`src/rtl/instr_encoder.sv`:
```
// MIPS instruction encoder: symbol + operand fields -> 32-bit machine word,
// one registered encode stage feeding a small output FIFO tagged with text addresses.

package instr_pkg;
   localparam int WIDTH_INSTR = 6;

   localparam logic [WIDTH_INSTR-1:0] I_NOP   = 6'd0,  I_SLL   = 6'd1,  I_SRL   = 6'd2,
                                      I_SRA   = 6'd3,  I_SLLV  = 6'd4,  I_SRLV  = 6'd5,
                                      I_SRAV  = 6'd6,  I_JR    = 6'd7,  I_JALR  = 6'd8,
                                      I_MFHI  = 6'd9,  I_MTHI  = 6'd10, I_MFLO  = 6'd11,
                                      I_MTLO  = 6'd12, I_MULT  = 6'd13, I_MULTU = 6'd14,
                                      I_DIV   = 6'd15, I_DIVU  = 6'd16, I_ADD   = 6'd17,
                                      I_ADDU  = 6'd18, I_SUB   = 6'd19, I_SUBU  = 6'd20,
                                      I_AND   = 6'd21, I_OR    = 6'd22, I_XOR   = 6'd23,
                                      I_NOR   = 6'd24, I_SLT   = 6'd25, I_SLTU  = 6'd26,
                                      I_ADDI  = 6'd27, I_ADDIU = 6'd28, I_SLTI  = 6'd29,
                                      I_SLTIU = 6'd30, I_ANDI  = 6'd31, I_ORI   = 6'd32,
                                      I_XORI  = 6'd33, I_LUI   = 6'd34, I_LB    = 6'd35,
                                      I_LH    = 6'd36, I_LW    = 6'd37, I_LBU   = 6'd38,
                                      I_LHU   = 6'd39, I_SB    = 6'd40, I_SH    = 6'd41,
                                      I_SW    = 6'd42, I_BEQ   = 6'd43, I_BNE   = 6'd44,
                                      I_BLEZ  = 6'd45, I_BGTZ  = 6'd46, I_BLTZ  = 6'd47,
                                      I_BGEZ  = 6'd48, I_J     = 6'd49, I_JAL   = 6'd50;
endpackage

module instr_encoder
   import instr_pkg::*;
#(
   parameter int          DEPTH     = 4,
   parameter logic [31:0] BASE_ADDR = 32'h0000_3000
) (
   input  logic                   clk,
   input  logic                   reset,
   input  logic                   in_valid,
   output logic                   in_ready,
   input  logic [WIDTH_INSTR-1:0] in_instr,
   input  logic [4:0]             in_rs,
   input  logic [4:0]             in_rt,
   input  logic [4:0]             in_rd,
   input  logic [4:0]             in_shamt,
   input  logic [15:0]            in_imm,
   input  logic [25:0]            in_target,
   output logic                   out_valid,
   input  logic                   out_ready,
   output logic [31:0]            out_code,
   output logic [31:0]            out_addr,
   output logic                   err,
   output logic [7:0]             err_count
);

   localparam int AW = $clog2(DEPTH);
   localparam int CW = AW + 1;
   localparam logic [CW:0] DEPTH_V = (CW+1)'(DEPTH);

   typedef enum logic [1:0] {K_R, K_I, K_J} kind_t;

   kind_t       kind;
   logic        enc_known;
   logic [5:0]  op, fn;
   logic [4:0]  rs, rt, rd, sh;
   logic [31:0] enc_code;

   always_comb begin
      kind      = K_R;
      enc_known = 1'b1;
      op        = 6'h00;
      fn        = 6'h00;
      rs        = in_rs;
      rt        = in_rt;
      rd        = in_rd;
      sh        = 5'd0;
      case (in_instr)
         I_NOP:   begin rs = 5'd0; rt = 5'd0; rd = 5'd0; end
         I_SLL:   begin rs = 5'd0; sh = in_shamt; fn = 6'h00; end
         I_SRL:   begin rs = 5'd0; sh = in_shamt; fn = 6'h02; end
         I_SRA:   begin rs = 5'd0; sh = in_shamt; fn = 6'h03; end
         I_SLLV:  fn = 6'h04;
         I_SRLV:  fn = 6'h06;
         I_SRAV:  fn = 6'h07;
         I_JR:    begin rt = 5'd0; rd = 5'd0; fn = 6'h08; end
         I_JALR:  begin rt = 5'd0; fn = 6'h09; end
         I_MFHI:  begin rs = 5'd0; rt = 5'd0; fn = 6'h10; end
         I_MTHI:  begin rt = 5'd0; rd = 5'd0; fn = 6'h11; end
         I_MFLO:  begin rs = 5'd0; rt = 5'd0; fn = 6'h12; end
         I_MTLO:  begin rt = 5'd0; rd = 5'd0; fn = 6'h13; end
         I_MULT:  begin rd = 5'd0; fn = 6'h18; end
         I_MULTU: begin rd = 5'd0; fn = 6'h19; end
         I_DIV:   begin rd = 5'd0; fn = 6'h1a; end
         I_DIVU:  begin rd = 5'd0; fn = 6'h1b; end
         I_ADD:   fn = 6'h20;
         I_ADDU:  fn = 6'h21;
         I_SUB:   fn = 6'h22;
         I_SUBU:  fn = 6'h23;
         I_AND:   fn = 6'h24;
         I_OR:    fn = 6'h25;
         I_XOR:   fn = 6'h26;
         I_NOR:   fn = 6'h27;
         I_SLT:   fn = 6'h2a;
         I_SLTU:  fn = 6'h2b;
         I_ADDI:  begin kind = K_I; op = 6'h08; end
         I_ADDIU: begin kind = K_I; op = 6'h09; end
         I_SLTI:  begin kind = K_I; op = 6'h0a; end
         I_SLTIU: begin kind = K_I; op = 6'h0b; end
         I_ANDI:  begin kind = K_I; op = 6'h0c; end
         I_ORI:   begin kind = K_I; op = 6'h0d; end
         I_XORI:  begin kind = K_I; op = 6'h0e; end
         I_LUI:   begin kind = K_I; op = 6'h0f; rs = 5'd0; end
         I_LB:    begin kind = K_I; op = 6'h20; end
         I_LH:    begin kind = K_I; op = 6'h21; end
         I_LW:    begin kind = K_I; op = 6'h23; end
         I_LBU:   begin kind = K_I; op = 6'h24; end
         I_LHU:   begin kind = K_I; op = 6'h25; end
         I_SB:    begin kind = K_I; op = 6'h28; end
         I_SH:    begin kind = K_I; op = 6'h29; end
         I_SW:    begin kind = K_I; op = 6'h2b; end
         I_BEQ:   begin kind = K_I; op = 6'h04; end
         I_BNE:   begin kind = K_I; op = 6'h05; end
         I_BLEZ:  begin kind = K_I; op = 6'h06; rt = 5'd0; end
         I_BGTZ:  begin kind = K_I; op = 6'h07; rt = 5'd0; end
         // REGIMM branches select the condition through the rt field
         I_BLTZ:  begin kind = K_I; op = 6'h01; rt = 5'd0; end
         I_BGEZ:  begin kind = K_I; op = 6'h01; rt = 5'd1; end
         I_J:     begin kind = K_J; op = 6'h02; end
         I_JAL:   begin kind = K_J; op = 6'h03; end
         default: enc_known = 1'b0;
      endcase
   end

   always_comb begin
      case (kind)
         K_I:     enc_code = {op, rs, rt, in_imm};
         K_J:     enc_code = {op, in_target};
         default: enc_code = {6'h00, rs, rt, rd, sh, fn};
      endcase
   end

   logic          s_valid, s_known;
   logic [31:0]   s_code;
   logic [31:0]   mem [DEPTH];
   logic [AW-1:0] wr_ptr, rd_ptr;
   logic [CW-1:0] count;
   logic [31:0]   addr;
   logic          accept, push, pop;

   // occupancy includes the encode stage so its push can never overflow the FIFO
   assign in_ready  = ({1'b0, count} + (CW+1)'(s_valid)) < DEPTH_V;
   assign out_valid = (count != '0);
   assign out_code  = out_valid ? mem[rd_ptr] : 32'h0;
   assign out_addr  = addr;
   assign accept    = in_valid & in_ready;
   assign push      = s_valid & s_known;
   assign pop       = out_valid & out_ready;

   always_ff @(posedge clk) begin
      if (push) mem[wr_ptr] <= s_code;
   end

   always_ff @(posedge clk) begin
      if (reset) begin
         s_valid   <= 1'b0;
         s_known   <= 1'b0;
         s_code    <= 32'h0;
         wr_ptr    <= '0;
         rd_ptr    <= '0;
         count     <= '0;
         addr      <= BASE_ADDR;
         err       <= 1'b0;
         err_count <= 8'h00;
      end else begin
         s_valid <= accept;
         if (accept) begin
            s_code  <= enc_code;
            s_known <= enc_known;
         end
         if (push) wr_ptr <= wr_ptr + 1'b1;
         if (pop) begin
            rd_ptr <= rd_ptr + 1'b1;
            addr   <= addr + 32'd4;
         end
         if (push && !pop)      count <= count + CW'(1);
         else if (pop && !push) count <= count - CW'(1);
         err <= s_valid & ~s_known;
         if (s_valid && !s_known && err_count != 8'hFF) err_count <= err_count + 8'd1;
      end
   end

endmodule

```
`config.mk`:
```
export PLATFORM = sky130hd
export DESIGN_NAME = instr_encoder
export DESIGN_NICKNAME = d
export VERILOG_FILES = /design/src/rtl/instr_encoder.sv
export SDC_FILE = /design/constraint.sdc
export NUM_CORES = 1
export LEC_CHECK = 0
export ABC_AREA = 1
export CAP_MARGIN = 20
export CORE_AREA = 2 2 142 144
export CTS_CLUSTER_DIAMETER = 120
export DETAILED_ROUTE_END_ITERATION = 8
export DIE_AREA = 0 0 144 146
export PLACE_DENSITY = 0.76
export SLEW_MARGIN = 20
export SYNTH_ARGS = -nofsm -noshare
export SYNTH_HDL_FRONTEND = slang
export SYNTH_SLANG_ARGS = --single-unit
```
`constraint.sdc`:
```
create_clock -name clk -period 5.1 [get_ports clk]
set_input_delay 1.02 -clock clk [delete_from_list [all_inputs] [get_ports clk]]
set_output_delay 1.02 -clock clk [all_outputs]
set_load 0.05 [all_outputs]
```
==> summary.txt <==
Routing
  • Via count: 8404
  • Via density: 5.43
  • First-pass iteration count of the detailed router: 5
  • Drc violations: 0
  • Average wire per standard cell: 17.0 um
  • Routed WL: 26400 um
  • Detailed Route Iter0 Violations: 619
  • Final ANT Viol Nets: 0

Synth
  • Synth top cells by count: nand2_1 (221), nor2_1 (221), edfxtp_1 (124)
  • Post-synthesis cell area: 9540 um^2
  • Post-synth EDFFs: 124
  • Yosys warns: 0
  • Yosys top cell area share: 39.0%
  • Yosys reg bits: 205
  • Synth unique cells: 37
  • Synth area leaders: edfxtp_1 (39%), dfxtp_1 (17%), nand2_1 (8.7%)
  • Predominant post-synthesis flop cell: edfxtp_1
  • Synth Instances: 1131
  • Syn Area/Cell: 8.43 um^2
  • Post-synthesis sequential area ratio: 56.1%
  • Cell taking the most area after synthesis: edfxtp_1
  • FFs w/ async S/R, synth: 0%

Hold path
  • Hold Path Depth: 1
  • Type of the most critical hold path: flop to flop
  • Worst hold endpoint: rd_ptr[0]
  • Min-delay src: rd_ptr[0]

Setup path
  • Crit path capture type: output pin
  • WS Path Type: flop to output pin
  • R2R cell count: 10
  • Critical Path RT: 4.08 ns
  • Worst EP arrival: 3.19 ns
  • Setup crit start kind: flop
  • Crit-path max FO: 62
  • Setup slack, reg-to-reg: 2.67 ns
  • Worst reg2reg startpoint: count[0]
  • RR Endpoint: count[2]

Floorplan
  • Die Y: 146 um
  • Die width: 144 um
  • Initial Util: 49.3%
  • IO Count: 147
  • Core Box Area: 19300 um^2
  • Rows: 51
  • Die area: 21000 um^2

Global routing
  • Met1 Usage GRT: 34.0%
  • Total gr overflow: 0
  • Most Crowded Layer GR: met2
  • GR Layer Usage met2: 42.4%
  • Largest net degree at the start of global routing: 63
  • First-pass GRT wire length: 42300 um
  • Initial antenna violation count: 0
  • Total GRT Usage: 25.4%
  • Met3 Use GR: 4.24%
  • Vias in the first global route: 8124

Cells and area
  • Net count, final: 1352
  • Share of cells above drive strength 1: 5.14%
  • Multi-input logic area: 3730 um^2
  • P&R area growth vs syn: 25.6%
  • Sequential Area: 5350 um^2
  • N_diodes: 0
  • Final Util: 61.9%
  • Fillers: 1676

Timing
  • Relative slew slack: 35.4%
  • # setup viols final: 0
  • Worst Tran Pin Value: 0.966 ns
  • Final hold vios: 0
  • Min Tclk post-route: 4.21 ns
  • FMAX: 238 MHz
  • Setup TNS: 0 ns
  • Period utilization: 82.5%
  • RSZ-0062 raised after global routing: no
  • Fin. max-slew vios: 0
  • Setup Skew: 0.00925 ns

Placement
  • Final GP Congestion: 0.897
  • Hpwl dp: 17600 um
  • Port Buf Inserts: 143

Clocking
  • Cts repair resizes: 0
  • CTS H-tree depth: 1
  • Setup Buffers After CTS: 0
  • CTS Buf Count: 21
  • Clk_lat worst skew: 0.49 ns
  • Clock net sink count: 205
  • Cts hold-fix bufs: 0
  • Clock Tree Buf Depth: 3
  • Clk slew on worst S/H paths: 0.06 ns
  • CTS tree: done
  • CTS Root Cell: clkbuf_16

Power and ir drop
  • Pwr dens: 475 nW/um^2
  • Leakage: 4.43 nW
  • Final Power: 5.69 mW
  • Maximum VDD drop: 0.000275 V

Run
  • Max-cap violation count: 0

Run status
  • Outcome: finished, final reports clean
==> logic make-up (layout without fill, tap and decap cells) <==
group	count (synthesis)	after routing	share of synthesized area, %
flops	205	205	56.1
fa+ha+maj	10	10	1.39
other cells	1	3	0.0393
simple gates	540	540	23.3
xor+xnor	4	4	0.367
buf+inv	122	273	5.05
compound gates	249	249	13.8
==> cells in the final DEF (no fill, tap or decap), types with 2 or more instances in the layout <==
master           Yosys  routed
o21a_1               2       2
and2_2               2       2
bufinv_16            0       4
nor3_1              16      16
nand4_1             10      10
xor2_1               2       2
o211ai_1             2       2
clkinv_1             4       5
o21ai_0            109     109
a22oi_1              9       9
inv_1               70      70
dfxtp_1             81      80
nand3_1             54      54
edfxtp_1           124     124
a31oi_1             10      10
clkinv_2             0       3
a221oi_1             7       7
buf_4                5      17
clkbuf_1            34       5
xnor2_1              2       2
nand2_1            221     221
nor2_2               4       8
clkdlybuf4s50_1      0     143
inv_2                2       2
ha_1                 9       9
o21ai_1              5       5
o22ai_1              2       2
nand3b_1             6       6
conb_1               1       3
clkbuf_16            0      21
clkbuf_8             0       2
a21oi_1            103     103
nor2_1             221     217
==> state kept, by name (all words and copies together) (netlist names), named ones only <==
| signal | cells |
|---|---|
| s_known | 1 |
| err_count | 8 |
| mem | 124 |
| err | 1 |
| s_code | 31 |
| s_valid | 1 |
| out_addr | 30 |
| rd_ptr | 2 |
| wr_ptr | 2 |
| count | 3 |
==> stage by stage <==
step / hold slack [ns] / worst slack, ns / cells / area (um^2)
floorplan: 0.436 / 1.94 / 1133 / 9540
global placement: 0.454 / 0.998 / 1512 / 11200
detailed placement: 0.471 / 0.836 / 1512 / 11200
CTS: 0.480 / 0.880 / 1549 / 12000
global route: 0.499 / 0.717 / 1549 / 12000
finish: 0.477 / 0.893 / 1549 / 12000
==> worst max-delay path, cell delays in order, from the launching register on <==
cell and delay (ns):
dfxtp_2 0.49, inv_2 0.73, o21ai_0 0.25, a21oi_1 0.33
clkdlybuf4s50_1 0.87
==> layer usage <==
metal	part of all wire, %	vias to the layer above
met5	0	-
li1	-	4099
met3	7.2	49
met2	48	317
met1	43	3939
met4	2.5	0
==> power by group <==
group | total [mW] | internal, mW | switching, mW | leakage (nW)
registers | 2.04 | 1.91 | 0.135 | 1.83
clock network | 1.62 | 0.993 | 0.623 | 0.356
logic | 2.03 | 0.600 | 1.43 | 2.24
==> area by class of cell <==
| type | instances | area share, % |
|---|---|---|
| Multi-Input combinational cell | 806 | 31.1 |
| Tap cell | 265 | 2.77 |
| Clock inverter | 9 | 1.30 |
| Clock buffer | 28 | 4.77 |
| Sequential cell | 205 | 44.6 |
| Timing Repair Buffer | 160 | 13.0 |
| Inverter | 76 | 2.38 |
==> how the worst max path moves through the flow <==
stage          cells after the start      endpoint  slack [ns]
6_report                           4  out_code[27]        0.89
2_1_floorplan                     13    s_code[15]        1.94
3_5_place_dp                      15    s_code[14]        0.84
3_3_place_gp                      17    s_code[28]         1.0
4_1_cts                            4   out_code[5]        0.88
5_1_grt                            4  out_code[27]        0.72
Power figures use the tool's default switching activity.
